<file path="config.mk">
export PLATFORM = sky130hd
export DESIGN_NAME = diff_frame_stats
export DESIGN_NICKNAME = d
export VERILOG_FILES = /design/src/rtl/diff_frame_stats.sv
export SDC_FILE = /design/constraint.sdc
export NUM_CORES = 1
export LEC_CHECK = 0
export CAP_MARGIN = 5
export CORE_ASPECT_RATIO = 0.9
export CORE_UTILIZATION = 50
export DETAILED_ROUTE_END_ITERATION = 6
export PLACE_DENSITY_LB_ADDON = 0.15
export SLEW_MARGIN = 20
export SYNTH_ARGS = -nofsm -noshare
export SYNTH_HDL_FRONTEND = slang
export SYNTH_SLANG_ARGS = --single-unit
</file>
<file path="constraint.sdc">
create_clock -name clk -period 3.78 [get_ports clk]
set_clock_uncertainty 0.1 [all_clocks]
set_input_delay 0.567 -clock clk [delete_from_list [all_inputs] [get_ports clk]]
set_output_delay 0.567 -clock clk [all_outputs]
set_load 0.02 [all_outputs]
</file>
<file path="src/rtl/diff_frame_stats.sv">
// Per-frame statistics (sum, min, max, negative count) over a stream of signed
// 9-bit differences. Results are held in DONE until the consumer accepts them.
module diff_frame_stats #(
   parameter int FRAME_LEN = 16
) (
   input  logic        clk,
   input  logic        rst_n,
   input  logic        clear,
   input  logic        in_valid,
   output logic        in_ready,
   input  logic [8:0]  diff,
   output logic        out_valid,
   input  logic        out_ready,
   output logic [16:0] sum,
   output logic [8:0]  min_d,
   output logic [8:0]  max_d,
   output logic [8:0]  neg_cnt
);

   typedef enum logic {ACCUM = 1'b0, DONE = 1'b1} state_t;

   localparam logic [8:0] LAST_IDX = 9'(FRAME_LEN - 1);

   state_t      r_state;
   logic [16:0] r_sum;
   logic [8:0]  r_min;
   logic [8:0]  r_max;
   logic [8:0]  r_neg_cnt;
   logic [8:0]  r_count;
   logic        r_first;

   logic        w_accept;
   logic        w_last;
   logic        w_lt_min;
   logic        w_gt_max;
   logic [16:0] w_diff_ext;

   assign w_accept   = in_valid && (r_state == ACCUM);
   assign w_last     = (r_count == LAST_IDX);
   assign w_diff_ext = {{8{diff[8]}}, diff};
   assign w_lt_min   = $signed(diff) < $signed(r_min);
   assign w_gt_max   = $signed(diff) > $signed(r_max);

   // NOTE: all state uses non-blocking assignments so every register samples
   // pre-edge values; mixing in blocking assignments here would create races.
   always_ff @(posedge clk or negedge rst_n) begin
      if (!rst_n) begin
         r_state   <= ACCUM;
         r_sum     <= '0;
         r_min     <= '0;
         r_max     <= '0;
         r_neg_cnt <= '0;
         r_count   <= '0;
         r_first   <= 1'b1;
      end else if (clear) begin
         // Abort outranks both sample acceptance and the result handshake.
         r_state   <= ACCUM;
         r_sum     <= '0;
         r_min     <= '0;
         r_max     <= '0;
         r_neg_cnt <= '0;
         r_count   <= '0;
         r_first   <= 1'b1;
      end else begin
         case (r_state)
            ACCUM: begin
               if (w_accept) begin
                  r_sum     <= r_sum + w_diff_ext;
                  r_neg_cnt <= r_neg_cnt + {8'd0, diff[8]};
                  r_count   <= r_count + 9'd1;
                  r_first   <= 1'b0;
                  if (r_first) begin
                     r_min <= diff;
                     r_max <= diff;
                  end else begin
                     if (w_lt_min) r_min <= diff;
                     if (w_gt_max) r_max <= diff;
                  end
                  if (w_last) r_state <= DONE;
               end
            end
            DONE: begin
               // min/max are reloaded by the next frame's first sample.
               if (out_ready) begin
                  r_state   <= ACCUM;
                  r_sum     <= '0;
                  r_neg_cnt <= '0;
                  r_count   <= '0;
                  r_first   <= 1'b1;
               end
            end
            default: r_state <= ACCUM;
         endcase
      end
   end

   assign in_ready  = (r_state == ACCUM);
   assign out_valid = (r_state == DONE);
   assign sum       = r_sum;
   assign min_d     = r_min;
   assign max_d     = r_max;
   assign neg_cnt   = r_neg_cnt;

endmodule

</file>
Word level (Yosys, flattened, before mapping)
Cells that the tools add are included.
- bits in registers: 55
- output and inout bits: 46
- logic and storage cells: 54
- add/sub/neg operators: 3
- magnitude comparators: 2
- equality and inequality tests: 4
- multiplexer cells: 30
- bitwise gates (word level): 1
- reductions and logical operators: 7
- operators by type and width (kind ; number):
    two-way mux 9 bit ; 15
    two-way mux 17 bit ; 3
    case mux 9 bit (2 select lines) ; 2
    case mux 17 bit (2 select lines) ; 1
    adder 17 bit ; 1
    adder 9 x 1 -> 9 bit ; 1
    adder 9 x 1 -> 9 bit, second input constant ; 1
    equality test 9 x 4 -> 1 bit, second input constant ; 1
    greater-than comparator 9 bit ; 1
    < comparator 9 bit ; 1
    two-way mux 1 bit ; 7
    AND reduction 3 bit ; 2
    nonzero test 3 bit ; 2
    case mux 1 bit (2 select lines) ; 2
    != test 3 x 2 -> 1 bit, second input constant ; 1
    != test 3 bit, second input constant ; 1
    != test 2 bit, second input constant ; 1
    AND reduction 2 bit ; 1
    nonzero test 2 bit ; 1
    logical AND 1 bit ; 1
    inverter 1 bit ; 1

Logic depth before layout (Yosys ltp)
- depth in word-level cells: 6
- depth in mapped cells: 10
- depth with buffers taken out: 10

Worst setup path before layout
No wires, ideal clock.
- kind: input-to-reg
- start point: input diff[0]
- end point: register r_sum[10], in the netlist sum[10]
- library setup time: 0.069 ns
- arrival: 2.332 ns
- required time: 3.611 ns
- path slack: 1.279 ns
- cell stages on the path: 10
- buffers on the path: 0
- path through: ha_1 -> inv_1 -> fa_1 -> and2b_1 -> o2111ai_1 -> nand2_1 -> a21o_1 -> a21oi_1 -> or4_1 -> nand3_1
- longest elaborated chain between the ends: 4
- ends and longest elaborated chain (element ; line ; text):
    start, declared ; 11 ; input logic [8:0] diff,
    adder 17 bit ; 68 ; r_sum <= r_sum + w_diff_ext;
    two-way mux 17 bit ; 67 ; if (w_accept) begin
    case mux 17 bit (2 select lines) ; 65 ; case (r_state)
    two-way mux 17 bit ; 55 ; end else if (clear) begin
    end signal, assigned ; 68 ;
    end, declared ; 25 ; logic [16:0] r_sum;
No other way between the ends. The select of a mux whose other input is x is not followed.
A chain may end at the register's enable or synchronous reset.

Worst setup path after layout
Same ends and word-level chain as after synthesis.

==> flow_summary.json <==
{
  "syn_nets": 437,
  "postCtsSetupBuffers": 0,
  "num_rows": 28,
  "syn_inst": 386,
  "grt_overflow_total": 0,
  "met2_length_mm": 3.690,
  "start_kind": "primary input",
  "cp.required_ns": 3.95,
  "drv_slew": 0,
  "grt_max_degree": 34,
  "h-tree-depth": 2,
  "grt_pass1_wl_mm": 13.83,
  "static-leakage-power_nw": 2.041,
  "ys_async_sr_fraction": 1.000,
  "nNetsFinal": 503,
  "ys_ff_latch": 55,
  "ctsResizeCount": 0,
  "power.density_nw_per_um2": 391.5,
  "place_area_sq_um": 4330,
  "end_kind": "register",
  "port_buffers": 59,
  "synth-edff-count": 0,
  "dr_total_vias": 3025,
  "fin_crit_ns": 2.992,
  "drt-vias-per-instance": 5.571,
  "most-common-layout-cells": "clkdlybuf4s50_1, dfrtp_1, nand2_1, ha_1, inv_1",
  "final_area_sq_um": 4424,
  "antenna_cells": 0,
  "initial_utilization": 0.5320,
  "ys_types": 55,
  "gp_congestion": 0.8558,
  "fin_tns_setup_ns": 0,
  "slew_headroom": 0.5011,
  "max_slew.worst_pin.slew_ns": 0.7483,
  "ioPinCount": 60,
  "firstDrtPassIters": 4,
  "layout-drive-gt1-share": 0.06181,
  "syn_area_per_cell_sq_um": 9.319,
  "drtIter0Drc": 177,
  "grt_setup_unrepaired": "false",
  "clk_latency_ns": 0.32,
  "path_max_fanout": 3,
  "postCtsHoldBufs": 0,
  "setup_viol": 0,
  "area_growth_pct": 22.99,
  "holdWs_ns": 0.1990,
  "crit_type": "in2reg",
  "chipWidth_um": 91.41,
  "core_sq_um": 6761,
  "die_height_um": 82.47,
  "period_share": 0.7915,
  "synth_warnings": 0,
  "drc": 0,
  "antenna_found_initial": 0,
  "drt-met1-wl_mm": 4.260,
  "hold_class": "in2async",
  "status": "finished clean",
  "ir_drop_v": 0.0002247,
  "grt_use_total": 0.2326,
  "synth_top_area_cell": "dfrtp_1",
  "cts_buffers": 5,
  "hpwl_mm": 6.280,
  "cts_buffer_depth": 2,
  "synth_top_area_frac": 0.3757,
  "finish.utilization": 0.6543,
  "maxCapViolCount": 0,
  "synth_area_leaders": "dfrtp_1, ha_1, nand2_1",
  "die-area_sq_um": 7538,
  "post_drt_wl_per_cell_um": 15.40,
  "arrival_ns": 3.16,
  "fmax_mhz": 334.2,
  "mostFrequentLayoutCell": "clkdlybuf4s50_1",
  "yosysSeqAreaShare": 0.3830,
  "root_buffer": "clkbuf_8",
  "setup_ws_ns": 0.7880,
  "r2r_slack_ns": 1.09,
  "syn_area_sq_um": 3597,
  "clkSinkCount": 55,
  "finalHoldViolCount": 0,
  "clkTransAtPathRegs_ns": 0.12,
  "wl_mm": 8.363,
  "antenna_left": 0,
  "tritoncts": "built",
  "synthFlopType": "dfrtp_1",
  "highest_layer": "met4",
  "dp_slack_ns": 0.4615,
  "grt_pass1_vias": 2890,
  "wl_met3_um": 309
}
state kept, by name, indices dropped and copies added, names as in the netlist:
register and count:
neg_cnt 9, max_d 9, min_d 9, r_first 1
out_valid 1, r_count 9, sum 17
metrics by stage:
step / total power [mW] / cells
global route: 1.830 / 543
CTS: 1.738 / 543
finish: 1.732 / 543
floorplan: 1.140 / 386
detailed placement: 1.382 / 535
global placement: 1.374 / 535
metal layers:
layer,track usage,up-vias
met4,0.06508,0
met1,0.3331,1438
met2,0.3707,78
met5,0,-
met3,0.03297,12
li1,-,1497
synthesized netlist by cell type, types with 2 or more instances:
library cell,count
nand3_1,13
and3_1,2
nor3_1,2
buf_4,2
o31ai_1,3
xor2_1,15
buf_2,2
or3_1,4
inv_1,28
and4_1,2
o21ai_1,6
xnor2_1,9
o21ai_0,19
dfrtp_1,54
nand2b_1,11
a22o_1,4
a31oi_1,3
clkbuf_1,8
ha_1,36
nand4_1,11
nor2b_1,2
or2_1,2
a2111o_1,2
a21o_1,16
nand2_1,43
mux2i_1,9
o2111ai_1,2
nor2_1,22
o211ai_1,2
a21oi_1,27
area by class of cell:
type / count / area [sq um]
multi-input combinational: 291 / 2059
sequential: 55 / 1378
timing repair buffer: 71 / 675.6
tap: 90 / 112.6
fill: 560 / 2337
clock inverter: 3 / 25.02
inverter: 28 / 105.1
clock buffer: 5 / 68.82
power by group:
group / switching [mW] / internal [mW] / leakage, nW
Sequential: 0.0499 / 0.645 / 0.735
Combinational: 0.380 / 0.307 / 1.26
Clock: 0.215 / 0.136 / 0.0452
path summary, 6_finish.rpt:
kind	startpoint	endpoint	cells past startpoint
worst max-delay path	diff[0]	sum[10]	11
worst min-delay path	rst_n	min_d[5]	1
worst max register to register	sum[0]	sum[14]	10
worst min register to register	sum[5]	sum[5]	2
max in group asynchronous	rst_n	sum[13]	2
min in group clk	sum[5]	sum[5]	2
cell families after synthesis:
logic type / Yosys count / share of synthesized area
multiplexers: 10 / 0.02817
AND/OR/NAND/NOR: 123 / 0.1718
AO/OA/AOI/OAI: 97 / 0.1833
XOR/XNOR: 24 / 0.05844
buffers and inverters: 40 / 0.04452
flip-flops: 55 / 0.3830
adder cells (fa/ha/maj): 37 / 0.1308
worst max-delay path: stages:
cell	delay, ns
clkdlybuf4s50_1	0.51
ha_1	0.17
inv_1	0.05
fa_1	0.39
and2b_1	0.23
o2111ai_1	0.18
nand2_1	0.20
a21o_1	0.14
a21oi_1	0.12
or4_1	0.49
nand3_1	0.09
Note: power is estimated with default switching activity, not from simulation.
